==> src/rtl/counter_down_nbit.sv <==
// counter_down_nbit: loadable N-bit down counter with a registered terminal-count pulse.
// Define COUNTER_DOWN_RELOAD_EN to add the auto_reload port for periodic operation.
module counter_down_nbit #(
    parameter int N = 4
) (
    input  logic         clk,
    input  logic         rst,
    input  logic         en,
    input  logic         load,
    input  logic [N-1:0] load_val,
`ifdef COUNTER_DOWN_RELOAD_EN
    input  logic         auto_reload,
`endif
    output logic [N-1:0] count,
    output logic         tc,
    output logic         busy
);
    typedef enum logic {IDLE, RUN} state_t;
    localparam logic [N-1:0] ONE = N'(1);
    state_t state, state_next;
    logic [N-1:0] count_next, reload_val;
    logic tc_next, expire, reload_act, step;
`ifdef COUNTER_DOWN_RELOAD_EN
    logic [N-1:0] reload_reg;
    assign reload_act = auto_reload;
    assign reload_val = reload_reg;
    always_ff @(posedge clk)
        if (rst) reload_reg <= '0;
        else if (load) reload_reg <= load_val;
`else
    assign reload_act = 1'b0;
    assign reload_val = '0;
`endif
    assign step = state == RUN && en;
    assign expire = step && count == ONE;
    always_ff @(posedge clk)
        if (rst) state <= IDLE;
        else state <= state_next;
    always_comb begin
        state_next = load ? (load_val != '0 ? RUN : IDLE)
                   : (expire && !reload_act) ? IDLE : state;
    end
    always_comb begin
        busy = state == RUN;
    end
    // Decrement only above 1; the 1 -> 0/reload step is the expiry, so 0 never wraps.
    always_comb begin
        count_next = load ? load_val
                   : !step ? count
                   : count > ONE ? count - ONE
                   : expire ? (reload_act ? reload_val : '0)
                   : count;
        tc_next = load ? load_val == '0 : expire;
    end
    always_ff @(posedge clk)
        if (rst) begin
            count <= '0;
            tc <= 1'b0;
        end else begin
            count <= count_next;
            tc <= tc_next;
        end
endmodule

==> config.mk <==
export PLATFORM = sky130hd
export DESIGN_NAME = counter_down_nbit
export DESIGN_NICKNAME = d
export VERILOG_FILES = /design/src/rtl/counter_down_nbit.sv
export SDC_FILE = /design/constraint.sdc
export NUM_CORES = 1
export LEC_CHECK = 0
export ABC_CLOCK_PERIOD_IN_PS = 2400
export BUFFER_PORTS_ARGS = -buffer_cell sky130_fd_sc_hd__buf_2
export CELL_PAD_IN_SITES_DETAIL_PLACEMENT = 1
export CELL_PAD_IN_SITES_GLOBAL_PLACEMENT = 1
export CORE_AREA = 2 2 39 41
export CTS_CLUSTER_SIZE = 10
export DETAILED_ROUTE_END_ITERATION = 8
export DIE_AREA = 0 0 41 43
export PLACE_DENSITY_LB_ADDON = 0.1
export SETUP_SLACK_MARGIN = 0.15
export SLEW_MARGIN = 20
export SYNTH_ARGS = -nofsm -noshare
export SYNTH_HDL_FRONTEND = slang
export SYNTH_SLANG_ARGS = --single-unit
==> constraint.sdc <==
create_clock -name clk -period 2.4 [get_ports clk]
set_input_delay 0.12 -clock clk [delete_from_list [all_inputs] [get_ports clk]]
set_output_delay 0.12 -clock clk [all_outputs]
set_load 0.05 [all_outputs]
==> results of run 1 <==
[routing by layer]
layer,up-vias,track usage
li1,220,-
met1,203,0.225
met2,8,0.209
met3,2,0.0471
met4,0,0.0800
met5,-,0
[registers in the layout, indices dropped and copies added (netlist names)]
register / flops
count: 4
busy: 1
tc: 1
[power by group]
part / internal [uW] / switching (uW) / total (uW)
clock: 56.7 / 38.5 / 95.2
sequential: 109 / 14.7 / 124
combinational: 43.5 / 79.4 / 123
[synthesized netlist by cell type]
master and number:
sky130_fd_sc_hd__a211oi_2 1, sky130_fd_sc_hd__a21boi_1 1, sky130_fd_sc_hd__a21o_1 1, sky130_fd_sc_hd__a21oi_1 5, sky130_fd_sc_hd__a221o_1 1, sky130_fd_sc_hd__a221oi_1 1
sky130_fd_sc_hd__a311o_1 1, sky130_fd_sc_hd__a311oi_1 2, sky130_fd_sc_hd__a31oi_1 1, sky130_fd_sc_hd__and2_1 1, sky130_fd_sc_hd__and3b_1 1, sky130_fd_sc_hd__buf_2 1
sky130_fd_sc_hd__dfxtp_1 6, sky130_fd_sc_hd__ha_1 2, sky130_fd_sc_hd__inv_1 4, sky130_fd_sc_hd__nand2_1 3, sky130_fd_sc_hd__nand4bb_1 1, sky130_fd_sc_hd__nor2_1 7
sky130_fd_sc_hd__nor3_1 1, sky130_fd_sc_hd__nor4_2 1, sky130_fd_sc_hd__o21ai_0 2, sky130_fd_sc_hd__o31ai_1 2, sky130_fd_sc_hd__o41ai_1 1, sky130_fd_sc_hd__or3_1 1
sky130_fd_sc_hd__or4b_4 1
[through the flow]
| stage | setup WS [ns] | utilization | hold slack [ns] |
|---|---|---|---|
| after floorplan | 0.453 | - | 0.189 |
| after global placement | 0.682 | 0.351 | 0.385 |
| after detailed placement | 0.675 | 0.351 | 0.378 |
| after CTS | 0.674 | 0.367 | 0.122 |
| after global routing | 0.550 | 0.367 | 0.130 |
| final | 0.681 | 0.367 | 0.132 |
[worst register-to-register path, stage by stage, from the launching register on]
cell,delay (ns)
sky130_fd_sc_hd__dfxtp_1,0.42
sky130_fd_sc_hd__inv_1,0.09
sky130_fd_sc_hd__ha_1,0.26
sky130_fd_sc_hd__or4b_4,0.51
sky130_fd_sc_hd__a211oi_2,0.24
sky130_fd_sc_hd__a311oi_1,0.07
[kinds of logic (layout without fill, tap and decap cells)]
kind of cell,Yosys count,after routing,synth area share
buf+inv,5,20,0.0494
simple gates,17,17,0.250
fa+ha+maj,2,2,0.0617
flops,6,6,0.296
compound gates,19,19,0.343
[cell usage in the layout (no fill, tap or decap)]
| master | instances |
|---|---|
| sky130_fd_sc_hd__buf_2 | 13 |
| sky130_fd_sc_hd__nor2_1 | 7 |
| sky130_fd_sc_hd__dfxtp_1 | 6 |
| sky130_fd_sc_hd__a21oi_1 | 5 |
| sky130_fd_sc_hd__inv_1 | 4 |
| sky130_fd_sc_hd__nand2_1 | 3 |
| sky130_fd_sc_hd__clkbuf_4 | 3 |
| sky130_fd_sc_hd__o21ai_0 | 2 |
| sky130_fd_sc_hd__o31ai_1 | 2 |
| sky130_fd_sc_hd__a311oi_1 | 2 |
| sky130_fd_sc_hd__ha_1 | 2 |
| sky130_fd_sc_hd__o41ai_1 | 1 |
| sky130_fd_sc_hd__and3b_1 | 1 |
| sky130_fd_sc_hd__nor3_1 | 1 |
| sky130_fd_sc_hd__or3_1 | 1 |
| sky130_fd_sc_hd__nor4_2 | 1 |
| sky130_fd_sc_hd__a221o_1 | 1 |
| sky130_fd_sc_hd__a31oi_1 | 1 |
| sky130_fd_sc_hd__and2_1 | 1 |
| sky130_fd_sc_hd__or4b_4 | 1 |
| sky130_fd_sc_hd__a211oi_2 | 1 |
| sky130_fd_sc_hd__a21boi_1 | 1 |
| sky130_fd_sc_hd__nand4bb_1 | 1 |
| sky130_fd_sc_hd__a21o_1 | 1 |
| sky130_fd_sc_hd__a221oi_1 | 1 |
| sky130_fd_sc_hd__a311o_1 | 1 |
[how the worst min path moves through the flow]
stage / slack, ns / end
floorplan: 0.19 / busy
global placement: 0.39 / busy
detailed placement: 0.38 / busy
CTS: 0.12 / busy
global route: 0.13 / busy
finish: 0.13 / busy
[area by class of cell]
cell class / count / area [um2]
Clock buffer: 3 / 22.5
Multi-Input combinational cell: 38 / 265
Fill cell: 183 / 876
Inverter: 4 / 15.0
Sequential cell: 6 / 120
Timing Repair Buffer: 13 / 65.1
Tap cell: 16 / 20.0
==> run summary, run 1 <==
======================================================================================
Cells along the critical path                                             inv_1, ha_1, or4b_4, a211oi_2, a311oi_1
Startpoint of the tightest hold check path                                         rst
CTS clock-pin slew for the worst setup and hold paths                          0.05 ns
Crit path buf inv count                                                              1
Gate count after technology mapping                                                 49
Non-filler cells in the finished layout                                             80
Post-CTS sizing                                                                      0
Peak supply drop                                                              0.286 mV
Half-perimeter wire length after detailed placement                             857 um
Maximum count of clock buffers along a single path                                   2
Worst hold path type                                                      primary input to register
Ports placed on the boundary                                                        14
Largest stage delay, worst path                                                0.51 ns
Source of the worst register-to-register timing path                          count[1]
ANT cells                                                                            0
Total power consumption of the routed design                                    342 uW
Antenna violations before repair                                                     0
Number of I/O port buffers                                                          13
Worst Setup EP                                                                count[1]
Total DRC errors in the routed layout                                                0
Synthesis Warnings                                                                   0
Aggregate routed wire length                                                   1110 um
Clock Latency Late Sink                                                        0.25 ns
Total standard cell area after synthesis                                       405 um2
Vias per inst                                                                     5.41
Achievable clock frequency                                                     582 MHz
Die area                                                                   0.00176 mm2
Number of placement rows                                                            14
Critical path launch point type                                               register
Dominant cells by area after synthesis                                    sky130_fd_sc_hd__dfxtp_1 (30%), sky130_fd_sc_hd__nor2_1 (6.5%), sky130_fd_sc_hd__a21oi_1 (6.2%), sky130_fd_sc_hd__ha_1 (6.2%), sky130_fd_sc_hd__a311oi_1 (4.3%)
Detail Route Antenna Nets                                                            0
Height of the chip                                                               43 um
Skew final                                                                  0.00449 ns
Total Routing Usage GR                                                           0.159
CTS Buf Count                                                                        3
Fin crit share                                                                   0.716
Register bit total from synthesis                                                    6
Number of cells traversed by the worst register-to-register path                     5
Cell leakage power                                                         0.000221 uW
Syn Nets                                                                            59
Number of buffers inserted to repair setup after CTS                                 0
Final number of hold-violating endpoints                                             0
Highest routed metal layer                                                        met4
Final sum of negative setup slack                                                 0 ns
Final-stage net count                                                               76
Pin count of the biggest net entering global routing                                16
Kind of critical path                                                     register to register
Placer Congestion                                                                0.702
Wire length on met3                                                              34 um
Total power divided by cell area                                            673 mW/mm2
Fraction of layout cells with a size suffix above 1                              0.297
H-tree depth                                                                         1
Instance count after placement with tap cells included                              77
Die width                                                                        41 um
Instance count on the critical path                                                  5
Finish-stage setup viols                                                             0
Vias in the first global route                                                     404
Minimum clock period after layout                                              1.72 ns
Clk Tree Root Cell                                                        sky130_fd_sc_hd__clkbuf_4
Max-slew headroom at the worst pin                                               0.692
Data required, critical path                                                   2.51 ns
Average cell area after synthesis                                             8.27 um2
Number of pins with negative max-slew slack in the final report                      0
Core footprint                                                             0.00138 mm2
Hold buffer count at cts                                                             0
Number of iterations in the first detailed-routing pass                              4
Total number of vias                                                               433
DP Area                                                                        485 um2
RR Endpoint                                                                   count[1]
Unique masters post-synth                                                           25
Count of cells along the worst hold path                                             2
Routed WL per cell                                                             13.9 um
Initial cell density of the core                                                 0.293
Result of the run                                                            completed
Cell area after layout                                                         508 um2
Clock tree from TritonCTS                                                         done
M1 WL                                                                           566 um
Sinks on the clock net                                                               6
Arrival time worst endpoint                                                    1.83 ns
Measured slew at the worst slew-check pin                                     0.462 ns
Iter 0 DRT Violations                                                                3
Library cell contributing the largest single delay on the critical path   sky130_fd_sc_hd__or4b_4
Family with the most delay on the worst path                              simple AND/OR/NAND/NOR gates
Area share of the leading cell type in the synthesized netlist                   0.296
Area growth, synth to finish                                                     25.3%
Global-route wire length before repair                                         1860 um
Worst setup path startpoint                                                   count[1]
Peak fanout along the critical path                                                  5
Congestion Overflow GR                                                               0
Critical Path End Type                                                        register
Post-synthesis cell type with the largest combined area                   sky130_fd_sc_hd__dfxtp_1
Minimum setup slack among reg-to-reg paths                                     0.68 ns
Part of the Yosys area used for sequential elements                              0.296
Setup repair after global routing missed its margin                              false
Max-cap viol count                                                                   0
Detail Route met2 WL                                                            497 um
======================================================================================
Power figures use the tool's default switching activity.
==> run 2: changes to the inputs <==
--- a/config.mk
+++ b/config.mk
@@ -5,7 +5,7 @@
 export SDC_FILE = /design/constraint.sdc
 export NUM_CORES = 1
 export LEC_CHECK = 0
-export ABC_CLOCK_PERIOD_IN_PS = 2400
+export ABC_CLOCK_PERIOD_IN_PS = 1700
 export BUFFER_PORTS_ARGS = -buffer_cell sky130_fd_sc_hd__buf_2
 export CELL_PAD_IN_SITES_DETAIL_PLACEMENT = 1
 export CELL_PAD_IN_SITES_GLOBAL_PLACEMENT = 1
==> constraint.sdc (replaced) <==
create_clock -name clk -period 1.7 [get_ports clk]
set_input_delay 0.085 -clock clk [delete_from_list [all_inputs] [get_ports clk]]
set_output_delay 0.085 -clock clk [all_outputs]
set_load 0.05 [all_outputs]
==> run 2 against run 1 <==
  * Total power rose by 59%
  * Count of clock-buffer cells in the layout rose by 1
  * Global-route usage rose by 1.1 points
  * Worst setup slack got worse by 0.46 ns
  * First-iteration DRC count did not move
  * Critical path depth did not move
  * Hold slack got worse by 0.047 ns
  * Clock skew fell by 0.0042 ns
  * Highest routed layer unchanged
==> run summary, run 2 (synthesis gave the netlist of run 1 again) <==
======================================================================================
Cells along the critical path                                             inv_4, ha_4, or4b_4, a211oi_2, a311oi_1
Vias in the first global route                                                     455
Die area                                                                   0.00176 mm2
Cell-internal power                                                             328 uW
Final-stage net count                                                               79
Aggregate routed wire length                                                   1310 um
Clock tree from TritonCTS                                                         done
Most frequent standard cell in the layout excluding fill and tap cells    sky130_fd_sc_hd__buf_2
Total Routing Usage GR                                                           0.170
Detail Route Antenna Nets                                                            0
Arrival time worst endpoint                                                    1.61 ns
Family with the most delay on the worst path                              simple AND/OR/NAND/NOR gates
Kind of critical path                                                     register to register
Register containing the most flip-flops in the final layout                      count
Combinational share of power                                                     0.381
ANT cells                                                                            0
Pin count of the biggest net entering global routing                                16
Achievable clock frequency                                                     676 MHz
Total number of vias                                                               454
Peak fanout along the critical path                                                  5
Final sum of negative setup slack                                                 0 ns
Worst hold path type                                                      primary input to register
Total DRC errors in the routed layout                                                0
Critical path launch point type                                               register
Number of iterations in the first detailed-routing pass                              4
Global-route wire length before repair                                         1990 um
Clk Tree Root Cell                                                        sky130_fd_sc_hd__clkbuf_4
Reg power frac                                                                   0.329
Commonest cells after routing, fill and taps aside                        sky130_fd_sc_hd__buf_2 (13), sky130_fd_sc_hd__nor2_1 (7), sky130_fd_sc_hd__a21oi_1 (5), sky130_fd_sc_hd__dfxtp_1 (4)
Largest stage delay, worst path                                                0.49 ns
Antenna violations before repair                                                     0
Fin crit share                                                                   0.870
H-tree depth                                                                         1
Net switching power                                                             215 uW
Sinks on the clock net                                                               6
Peak supply drop                                                              0.347 mV
Initial cell density of the core                                                 0.293
Number of placement rows                                                            14
Area growth, synth to finish                                                     40.4%
Congestion Overflow GR                                                               0
Worst slack at placement                                                      0.194 ns
Routed WL per cell                                                             15.6 um
Clock Latency Late Sink                                                        0.25 ns
Height of the chip                                                               43 um
Fraction of layout cells with a size suffix above 1                              0.397
Fillcell total                                                                     179
Finish-stage setup viols                                                             0
Maximum count of clock buffers along a single path                                   2
Total power consumption of the routed design                                    543 uW
Max-slew headroom at the worst pin                                               0.674
Proportion of total power due to net switching                                   0.397
Cell leakage power                                                         0.000239 uW
Total power divided by cell area                                            954 mW/mm2
Placer Congestion                                                                0.734
Core footprint                                                             0.00138 mm2
DP Area                                                                        528 um2
Result of the run                                                            completed
Fraction of power consumed by the clock network                                  0.290
Setup repair after global routing missed its margin                              false
Final setup margin                                                            0.221 ns
Ports placed on the boundary                                                        14
CTS Buf Count                                                                        3
Number of pins with negative max-slew slack in the final report                      0
Die width                                                                        41 um
Skew final                                                                 0.000289 ns
Critical Path End Type                                                        register
Iter 0 DRT Violations                                                                3
CTS clock-pin slew for the worst setup and hold paths                          0.06 ns
Library cell contributing the largest single delay on the critical path   sky130_fd_sc_hd__or4b_4
Half-perimeter wire length after detailed placement                             953 um
Crit path buf inv count                                                              1
Max-cap viol count                                                                   0
Data required, critical path                                                   1.83 ns
Minimum clock period after layout                                              1.48 ns
Final number of hold-violating endpoints                                             0
Share of the core filled with cells in the final layout                          0.411
Flip-flop count of the largest register after layout                                 4
Measured slew at the worst slew-check pin                                     0.488 ns
Number of I/O port buffers                                                          13
Cell area after layout                                                         569 um2
Vias per inst                                                                     5.40
======================================================================================
==> run 2: cell count changes in the layout (fill, tap and decap cells not counted), sizes merged <==
cell and change:
buf +3, clkbuf +1
==> run 2: timing repair <==
| action | in CTS | in global routing |
|---|---|---|
| resized for setup | 0 | 0 |
| hold buffers | 0 | 0 |
| setup buffers | 0 | 2 |
| setup endpoints to repair | 0 | 1 |
==> run 2: worst paths after layout <==
check             startpoint       end  slack [ns]  depth (start not counted)
setup / recovery    count[1]  count[1]        0.22                          5
hold / removal           rst  count[1]        0.08                          2
setup reg to reg    count[1]  count[1]        0.22                          5
hold reg to reg         busy      busy        0.61                          3
==> run 2: cell type report <==
cell class | instances | area, um2 | area share
flip-flops and latches | 6 | 128 | 0.224
well taps | 16 | 20.0 | 0.0352
repair buffers | 16 | 87.6 | 0.154
clock buffers | 4 | 26.3 | 0.0462
inverters | 4 | 17.5 | 0.0308
multi-input cells | 38 | 290 | 0.510
==> run 2: routing by layer <==
| layer | part of all wire | global-route usage | vias up | routed length, um |
|---|---|---|---|---|
| met5 | 0 | 0 | - | 0 |
| li1 | - | - | 225 | - |
| met4 | 0.0092 | 0.0800 | 0 | 12 |
| met1 | 0.48 | 0.219 | 213 | 623 |
| met3 | 0.049 | 0.0366 | 2 | 64 |
| met2 | 0.46 | 0.256 | 14 | 606 |
==> run 2: power by group through the flow <==
stage          clock [uW]  combinational, uW  sequential [uW]
6_report              158                207              179
2_1_floorplan           0               99.5              222
3_3_place_gp            0                195              181
5_1_grt               172                224              181
3_5_place_dp            0                195              182
4_1_cts               158                198              179
==> run 2: worst register-to-register path, cell delays in order, from the launching register on <==
cell                       delay [ns]
sky130_fd_sc_hd__dfxtp_4         0.38
sky130_fd_sc_hd__inv_4           0.05
sky130_fd_sc_hd__ha_4            0.17
sky130_fd_sc_hd__or4b_4          0.49
sky130_fd_sc_hd__a211oi_2        0.19
sky130_fd_sc_hd__a311oi_1        0.07
==> run 2: per-stage QoR <==
step | hold slack, ns | cells
after global routing | 0.0914 | 84
after detailed placement | 0.349 | 78
after global placement | 0.340 | 78
after CTS | 0.0824 | 82
after floorplan | 0.147 | 49
final | 0.0849 | 84
